`src/rtl/keypad_scanner.sv`:
```
// ---------------------------------------------------------------------------
// keypad_scanner
//
// Scans a 4x3 matrix keypad, debounces whole scans, and presents one stable
// committed key to the countdown timer (one-hot digit bus) and to other
// consumers (star/hash flags, 4-bit key code and a one-cycle press strobe).
// Runs in the 1 kHz system tick domain.
//
// Ports:
//   clk        in   1   system clock (1 kHz tick domain)
//   rst        in   1   synchronous, active-high reset
//   key_col    in   3   column pins, active-low, pulled up, asynchronous
//   key_row    out  4   row drive, active-low, exactly one bit low
//   keypad     out  10  one-hot committed digit (bit n = digit n, 0 = none)
//   key_star   out  1   committed key is '*'
//   key_hash   out  1   committed key is '#'
//   key_code   out  4   committed key: 0-9 digit, 10 '*', 11 '#', 15 none
//   key_press  out  1   one-cycle strobe when committed key becomes non-none
//
// Key map (row: col0 col1 col2):
//   r0: 1 2 3   r1: 4 5 6   r2: 7 8 9   r3: * 0 #
// Scan vector bit index is row*3 + col.
// ---------------------------------------------------------------------------
module keypad_scanner #(
  parameter int ROW_HOLD       = 4,  // cycles per row; >= 3 for the 2-FF sync
  parameter int DEBOUNCE_SCANS = 3   // identical scans before commit (1..15)
) (
  input  logic       clk,
  input  logic       rst,
  input  logic [2:0] key_col,
  output logic [3:0] key_row,
  output logic [9:0] keypad,
  output logic       key_star,
  output logic       key_hash,
  output logic [3:0] key_code,
  output logic       key_press
);

  localparam int             PW         = (ROW_HOLD > 1) ? $clog2(ROW_HOLD) : 1;
  localparam logic [PW-1:0]  PHASE_LAST = PW'(ROW_HOLD - 1);
  localparam logic [3:0]     DEB_N      = 4'(DEBOUNCE_SCANS);
  localparam logic [3:0]     CODE_NONE  = 4'd15;
  localparam logic [3:0]     CODE_STAR  = 4'd10;
  localparam logic [3:0]     CODE_HASH  = 4'd11;

  // Scan vector position (row*3 + col) to key code.
  function automatic logic [3:0] idx_to_code(input logic [3:0] idx);
    logic [3:0] code;
    case (idx)
      4'd9:    code = CODE_STAR;
      4'd10:   code = 4'd0;
      4'd11:   code = CODE_HASH;
      default: code = (idx <= 4'd8) ? idx + 4'd1 : CODE_NONE;
    endcase
    return code;
  endfunction

  // -------------------------------------------------------------------------
  // State registers
  // -------------------------------------------------------------------------
  logic [2:0]    sync1_q, sync1_d;
  logic [2:0]    sync2_q, sync2_d;
  logic [1:0]    row_q, row_d;
  logic [PW-1:0] phase_q, phase_d;
  logic [3:0]    key_row_q, key_row_d;
  logic [11:0]   scan_vec_q, scan_vec_d;
  logic          scan_done_q, scan_done_d;
  logic [3:0]    match_q, match_d;
  logic [3:0]    prev_q, prev_d;
  logic [3:0]    commit_q, commit_d;
  logic [9:0]    keypad_q, keypad_d;
  logic          star_q, star_d;
  logic          hash_q, hash_d;
  logic          press_q, press_d;

  // -------------------------------------------------------------------------
  // Scan vector decode: exactly one key down gives its code; none or several
  // (multi-press or ghosting through the matrix) give CODE_NONE.
  // -------------------------------------------------------------------------
  logic [3:0] hit_cnt;
  logic [3:0] hit_idx;
  logic [3:0] cand;

  always_comb begin
    hit_cnt = '0;
    hit_idx = '0;
    for (int i = 0; i < 12; i++) begin
      if (scan_vec_q[i]) begin
        hit_cnt = hit_cnt + 4'd1;
        hit_idx = 4'(i);
      end
    end
    cand = (hit_cnt == 4'd1) ? idx_to_code(hit_idx) : CODE_NONE;
  end

  // Synchronized columns, inverted so that 1 = pressed.
  logic [2:0] col_pressed;
  assign col_pressed = ~sync2_q;

  // -------------------------------------------------------------------------
  // Next-state logic
  // -------------------------------------------------------------------------
  always_comb begin
    // NOTE: every _d gets a default before any branch, so no path through
    // this block can leave a signal unassigned and infer a latch.
    sync1_d     = key_col;
    sync2_d     = sync1_q;
    row_d       = row_q;
    phase_d     = phase_q;
    scan_vec_d  = scan_vec_q;
    scan_done_d = 1'b0;
    match_d     = match_q;
    prev_d      = prev_q;
    commit_d    = commit_q;
    press_d     = 1'b0;

    // Evaluation cycle: the scan just completed is judged and the vector is
    // cleared. The clear comes before sampling below so a sample landing on
    // the same edge (only possible with a 1-cycle row hold) is kept.
    if (scan_done_q) begin
      scan_vec_d = '0;
      if (cand == prev_q) begin
        match_d = (match_q >= DEB_N) ? DEB_N : match_q + 4'd1;
      end else begin
        prev_d  = cand;
        match_d = 4'd1;
      end
      if ((match_d == DEB_N) && (cand != commit_q)) begin
        commit_d = cand;
        press_d  = (cand != CODE_NONE);
      end
    end

    // Row timing: the columns are sampled on the last phase of each row,
    // after the new row drive has propagated through both sync stages.
    if (phase_q == PHASE_LAST) begin
      phase_d = '0;
      row_d   = row_q + 2'd1;
      case (row_q)
        2'd0:    scan_vec_d[2:0]  = col_pressed;
        2'd1:    scan_vec_d[5:3]  = col_pressed;
        2'd2:    scan_vec_d[8:6]  = col_pressed;
        default: scan_vec_d[11:9] = col_pressed;
      endcase
      scan_done_d = (row_q == 2'd3);
    end else begin
      phase_d = phase_q + PW'(1);
    end

    // Row drive tracks the next row index so it changes on the advance edge.
    key_row_d = ~(4'b0001 << row_d);

    // Committed-key outputs are all registered from the next committed code.
    keypad_d = (commit_d <= 4'd9) ? (10'd1 << commit_d) : '0;
    star_d   = (commit_d == CODE_STAR);
    hash_d   = (commit_d == CODE_HASH);
  end

  // -------------------------------------------------------------------------
  // Registers
  // -------------------------------------------------------------------------
  always_ff @(posedge clk) begin
    // NOTE: non-blocking assignments here, so every register loads from
    // values settled before the edge regardless of statement order.
    if (rst) begin
      sync1_q     <= 3'b111;
      sync2_q     <= 3'b111;
      row_q       <= 2'd0;
      phase_q     <= '0;
      key_row_q   <= 4'b1110;
      scan_vec_q  <= '0;
      scan_done_q <= 1'b0;
      match_q     <= 4'd0;
      prev_q      <= CODE_NONE;
      commit_q    <= CODE_NONE;
      keypad_q    <= '0;
      star_q      <= 1'b0;
      hash_q      <= 1'b0;
      press_q     <= 1'b0;
    end else begin
      sync1_q     <= sync1_d;
      sync2_q     <= sync2_d;
      row_q       <= row_d;
      phase_q     <= phase_d;
      key_row_q   <= key_row_d;
      scan_vec_q  <= scan_vec_d;
      scan_done_q <= scan_done_d;
      match_q     <= match_d;
      prev_q      <= prev_d;
      commit_q    <= commit_d;
      keypad_q    <= keypad_d;
      star_q      <= star_d;
      hash_q      <= hash_d;
      press_q     <= press_d;
    end
  end

  assign key_row   = key_row_q;
  assign keypad    = keypad_q;
  assign key_star  = star_q;
  assign key_hash  = hash_q;
  assign key_code  = commit_q;
  assign key_press = press_q;

endmodule

```
`config.mk`:
```
export PLATFORM = sky130hd
export DESIGN_NAME = keypad_scanner
export DESIGN_NICKNAME = d
export VERILOG_FILES = /design/src/rtl/keypad_scanner.sv
export SDC_FILE = /design/constraint.sdc
export NUM_CORES = 1
export LEC_CHECK = 0
export CAP_MARGIN = 5
export CORE_ASPECT_RATIO = 1.1
export CORE_MARGIN = 3
export CORE_UTILIZATION = 55
export CTS_BUF_LIST = sky130_fd_sc_hd__clkbuf_2
export DETAILED_ROUTE_END_ITERATION = 10
export PLACE_DENSITY = 0.76
export RECOVER_POWER = 50
export SYNTH_ARGS = -nofsm -noshare
export SYNTH_HDL_FRONTEND = slang
export SYNTH_SLANG_ARGS = --single-unit
```
`constraint.sdc`:
```
create_clock -name clk -period 10.2 [get_ports clk]
set_input_delay 1.02 -clock clk [delete_from_list [all_inputs] [get_ports clk]]
set_output_delay 1.02 -clock clk [all_outputs]
set_load 0.005 [all_outputs]
```
; ---- After elaboration in Yosys (flattened, before gate mapping)
; Index checks and enable logic that the tools add are counted.
[word_totals]
reg_bits = 52
output_inout_bits = 21
elab_cells = 101
[op_classes]
n_addsub = 15
magnitude_cmp = 3
eq_ne = 14
n_shift = 2
n_mux = 38
bitwise = 7
reduce_logical = 8
[op_table]
columns = op, n
row1 = two-way mux 4 bit, 28
row2 = "adder 4 x 1 -> 4 bit, second input constant", 13
row3 = two-way mux 12 bit, 2
row4 = "== test 4 bit, second input constant", 5
row5 = two-way mux 3 bit, 4
row6 = one-hot mux 4 bit (3 select lines), 1
row7 = "left shift 1 x 4 -> 10 bit, first input constant", 1
row8 = "<= comparator 4 bit, second input constant", 2
row9 = "== test 2 bit, second input constant", 3
row10 = OR reduction 2 bit, 3
row11 = OR reduction 3 bit, 2
row12 = NOT 1 bit, 5
row13 = "adder 2 x 1 -> 2 bit, second input constant", 2
row14 = "== test 4 x 1 -> 1 bit, second input constant", 1
row15 = "== test 4 x 2 -> 1 bit, second input constant", 1
row16 = == test 4 bit, 1
row17 = "greater-or-equal comparator 4 x 2 -> 1 bit, second input constant", 1
row18 = inequality test 4 bit, 1
row19 = "inequality test 4 bit, second input constant", 1
row20 = NOT 4 bit, 1
row21 = "left shift 1 x 2 -> 4 bit, first input constant", 1
row22 = NOT 3 bit, 1
row23 = "== test 2 x 1 -> 1 bit, second input constant", 1
row24 = logical NOT 2 bit, 1
row25 = 4 further kinds, 5

; ---- Logic depth before layout (Yosys ltp)
[logic_depth]
depth_word = 35
depth_mapped = 40
ltp_nobuf = 38

; ---- Worst setup path before layout
; No wires, ideal clock.
[synth_timing]
path_kind = register to register
start = register scan_vec_q[0]
end = register commit_q[2], in the netlist key_code[2]
setup_ps = 139
arrival_time_ps = 7252
required_time_ps = 10061
slack_ps = 2810
stages_incl_launch_ff = 39
path_cell_list = dfxtp_1 -> inv_1 -> ha_1 -> xor2_2 -> ha_1 -> nand2_1 -> o21ai_0 -> ha_1 -> mux2_2 -> ha_1 -> a32oi_1 -> nand2_1 -> ha_1 -> nand2b_1 -> o21a_1 -> ha_1 -> mux2i_1 -> a31o_2 -> [... 3 more ...] -> o21ai_0 -> ha_1 -> nand2_1 -> o221ai_1 -> ha_1 -> mux2_2 -> ha_1 -> nand2b_1 -> nand2b_1 -> o311ai_0 -> and3_1 -> o21ai_0 -> or2_1 -> clkbuf_1 -> xnor2_2 -> nand3_4 -> buf_6 -> mux2i_1
[synth_between]
elab_chain_cells = 32
elab_cells_between_ends = 33
classes_between = 11 x add/sub / 4 x eq/ne / 17 x mux / 1 x reduce/logical
[synth_rtl]
columns = element, line_no
row1 = "start, declared", 66  ; logic [11:0] scan_vec_q, scan_vec_d;
row2 = "start signal, assigned", 186  ; scan_vec_q <= scan_vec_d;
row3 = two-way mux 1 bit *, 88  ; if (scan_vec_q[i]) begin
row4 = adder 4 x 1 -> 4 bit, 89  ; hit_cnt = hit_cnt + 4'd1;
row5 = two-way mux 4 bit *, 88
row6 = adder 4 x 1 -> 4 bit, 89
row7 = two-way mux 4 bit *, 88
row8 = adder 4 x 1 -> 4 bit, 89
row9 = two-way mux 4 bit *, 88
row10 = adder 4 x 1 -> 4 bit, 89
row11 = [... 16 more ...], --
row12 = two-way mux 4 bit *, 93  ; cand = (hit_cnt == 4'd1) ? idx_to_code(hit_idx) : CODE_NONE;
row13 = == test 4 bit, 122  ; if (cand == prev_q) begin
row14 = two-way mux 4 bit, 122
row15 = two-way mux 4 bit, 120  ; if (scan_done_q) begin
row16 = == test 4 x 2 -> 1 bit, 128  ; if ((match_d == DEB_N) && (cand != commit_q)) begin
row17 = logical AND 1 bit, 128
row18 = two-way mux 4 bit *, 128
row19 = two-way mux 4 bit *, 120
row20 = "end signal, assigned", 190  ; commit_q <= commit_d;
row21 = "end, declared", 70  ; logic [3:0] commit_q, commit_d;
; Every way passes the cells marked *; elsewhere a longest branch is shown, timed or not. The select of a mux whose other input is x is not followed.
; A chain may end at the register's enable or synchronous reset.

; ---- Final worst setup path
[layout_timing]
start = register scan_vec_q[1]
end = register press_q, in the netlist key_press
[layout_between]
elab_chain_cells = 30
elab_cells_between_ends = 50
classes_between = 11 x add/sub / 1 x order compare / 8 x eq/ne / 27 x mux / 1 x bitwise / 2 x reduce/logical
[layout_rtl]
columns = element, line_no
row1 = two-way mux 4 bit, 88
row2 = adder 4 x 1 -> 4 bit, 89
row3 = two-way mux 4 bit, 88
row4 = adder 4 x 1 -> 4 bit, 89
row5 = two-way mux 4 bit, 88
row6 = adder 4 x 1 -> 4 bit, 89
row7 = two-way mux 4 bit, 88
row8 = adder 4 x 1 -> 4 bit, 89
row9 = [... 14 more ...], --
row10 = two-way mux 4 bit *, 93
row11 = == test 4 bit, 122
row12 = two-way mux 4 bit, 122
row13 = two-way mux 4 bit, 120
row14 = == test 4 x 2 -> 1 bit, 128
row15 = logical AND 1 bit, 128
row16 = NOT 1 bit (no line), --
row17 = OR reduction 3 bit (no line), --
row18 = "end signal, assigned", 194  ; press_q <= press_d;
row19 = "end, declared", 74  ; logic press_q, press_d;
; Marks and branches as above.

==> results.py <==
metrics = {
    "worst_setup_path": {
        "critPathSlowestCell": "dfxtp_1",
        "end_kind": "register",
        "cp_max_fo": 17,
        "critPathKind": "reg -> reg",
        "max_stage_delay_ns": 0.43,
        "critPathArrivalTime_ns": 8.60,
        "cp-start-kind": "register",
        "required_ns": 10.54,
        "crit_top_cell": "ha_1",
    },
    "layout": {
        "n_antenna_cell": 0,
        "nNetsFinal": 438,
        "layout-drive-gt1-share_pct": 7.75,
        "final_common_cell": "dfxtp_1",
        "final_cells": 490,
        "final_util_pct": 62.8,
        "area_growth_pct": 8.16,
        "final_cell_mix": "dfxtp_1 (52), nor2_1 (51), nand2_1 (41)",
    },
    "global_route": {
        "groute.usage.overall_pct": 19.9,
        "grt_max_degree": 45,
        "grt_pass1_wl_um": 11500,
        "grt.overflow.total": 0,
        "grt_antenna_before_repair": 0,
        "grt_pass1_vias": 2600,
    },
    "power_and_ir_drop": {
        "power_frac_comb_pct": 7.5,
        "ir_worst_vdd_mv": 0.108,
        "seqPwrFrac_pct": 66.3,
        "switchingPower_uw": 79.7,
        "cellPowerDensity_nw_per_um2": 84.9,
        "leakage_uw": 0.00156,
        "total_power_uw": 315,
        "p_int_uw": 236,
        "switching_share_pct": 25.3,
        "power_frac_clock_pct": 26.2,
    },
    "die": {
        "dieArea_um2": 7230,
        "pin_count": 26,
        "start_util_pct": 58.1,
        "row_count": 29,
        "core_um2": 5910,
        "die_x_um": 81.3,
        "die_h_um": 88.9,
    },
    "synth": {
        "yosys-top-cells-area": "dfxtp_1 (30%), ha_1 (7.7%), nor2_1 (5.6%)",
        "yosys_warnings": 0,
        "yosys.area.top_type_share_pct": 30.3,
        "ys_async_sr_fraction_pct": 0,
        "netlist_area_um2": 3430,
        "yosysSeqAreaShare_pct": 30.3,
        "syn_nets": 431,
        "ys_ff_latch": 52,
        "synth-edff-count": 0,
        "synthCells": 405,
        "synth_cell_types": 60,
        "synth-main-ff-cell": "dfxtp_1",
        "synth.largest_area_cell": "dfxtp_1",
        "syn_area_per_cell_um2": 8.48,
    },
    "route": {
        "first_pass_iters": 4,
        "vias": 2778,
        "wl_um": 6560,
        "viasPerCell": 5.67,
        "drtIter0Drc": 125,
        "drcViolationCount": 0,
        "drtAntennaViolNets": 0,
        "wl_per_cell_um": 13.4,
    },
    "clock_network": {
        "clockBufferDepth": 2,
        "cts_hold_buf": 0,
        "h-tree-depth": 2,
        "tritoncts": "done",
        "cts.repair.resized": 0,
        "clock_latency_ns": 0.44,
        "cts.sinks": 52,
        "postCtsSetupBuffers": 0,
        "cts_made_buffers": 5,
        "clkSlewWorstSetupHoldPaths_ns": 0.25,
        "cts_root_buffer": "clkbuf_2",
    },
    "place": {
        "place.gp.congestion": 0.830,
        "post-dp-hpwl_um": 4860,
        "port_buffers": 25,
        "dp_cells": 482,
    },
    "hold_path": {
        "holdCritPathClass": "reg -> reg",
    },
    "sta": {
        "setup_viol_count_final": 0,
        "fin_crit_sh_pct": 81.0,
        "fin_skew_ns": 0.0261,
        "min_period_ns": 8.27,
        "fmax_mhz": 121,
        "fin_tns_setup_ns": 0,
        "hold_viol": 0,
        "worst_slew_margin_rel_pct": -14.3,
        "max_slew.worst_pin.slew_ns": 1.71,
        "rsz0062_at_grt": "false",
        "slew_viol_final": 45,
    },
    "outcome": {
        "status": "finished with violations",
        "violations": "max-capacitance violations, max-slew violations",
    },
    "job": {
        "drv_cap": 1,
    },
}
-- cells by family after synthesis --
logic type | after synthesis | share of synthesized area, %
muxes | 21 | 6.19
and+or+nand+nor | 174 | 25.7
AOI/OAI and AO/OA | 57 | 11.8
buffers and inverters | 43 | 5.28
xor gates and xnor gates | 37 | 13.1
DFF | 52 | 30.3
adders and majority gates | 21 | 7.65
-- state kept, by name, indices dropped and copies added, names as in the netlist, 2 cells and up --
register    cells
prev_q          4
sync2_q         3
scan_vec_q     12
row_q           2
phase_q         2
key_row         4
sync1_q         3
key_code        4
keypad         10
match_q         4
-- through the flow --
stage          worst slack, ns  area (µm²)  hold slack (ns)
2_1_floorplan             2.81        3430            0.389
3_3_place_gp              2.39        3670            0.393
3_5_place_dp              2.05        3670            0.392
4_1_cts                   1.95        3720            0.449
5_1_grt                   1.26        3710            0.463
6_report                  1.93        3710            0.449
-- synth_stat cells, drive strengths merged (5+ instances only) --
cell,n
a31oi,15
nand3,10
o211ai,6
nor2b,5
dfxtp,52
mux2i,19
buf,7
xor2,9
ha,21
nand2b,9
clkbuf,19
or2,12
a21oi,6
nor2,51
xnor2,22
nand2,41
nor3,7
nand4,10
inv,17
o21ai,7
-- metal layers --
| metal | wire, µm | global-route usage (%) | vias up |
|---|---|---|---|
| met5 | 0 | 0 | - |
| met4 | 84 | 6.76 | 0 |
| met3 | 239 | 2.65 | 7 |
| met2 | 3120 | 33.6 | 63 |
| met1 | 3110 | 26.0 | 1279 |
| li1 | - | - | 1429 |
-- critical path, delay by kind of cell, from the launching register on --
family	cells	cell delay [ns]
compound gates	8	1.20
xor+xnor	2	0.53
fa+ha+maj	10	3.00
buf+inv	2	0.11
flops	1	0.43
mux	3	0.67
simple gates	11	2.23
-- final cells by class --
cell class / instances / area [µm²]
multi-input combinational: 310 / 2210
fill: 540 / 2200
sequential: 52 / 1040
timing repair buffer: 26 / 254
tap: 77 / 96.3
inverter: 17 / 63.8
clock buffer: 5 / 25.0
clock inverter: 3 / 22.5
-- path summary, 6_finish.rpt --
| check | startpoint | endpoint | slack, ns | cells past startpoint |
|---|---|---|---|---|
| setup / recovery | scan_vec_q[1] | key_press | 1.93 | 36 |
| setup reg to reg | scan_vec_q[1] | key_press | 1.93 | 36 |
| hold reg to reg | phase_q[0] | phase_q[0] | 0.45 | 1 |
| hold / removal | phase_q[0] | phase_q[0] | 0.45 | 1 |
-- power by group through the flow --
stage | Clock (µW) | Combinational (µW) | Sequential [µW]
floorplan | 0 | 17.8 | 212
global placement | 0 | 23.3 | 213
detailed placement | 0 | 23.8 | 213
CTS | 86.9 | 24.0 | 209
global route | 93.8 | 27.2 | 210
finish | 82.7 | 23.6 | 209
Note: power is estimated with default switching activity, not from simulation.
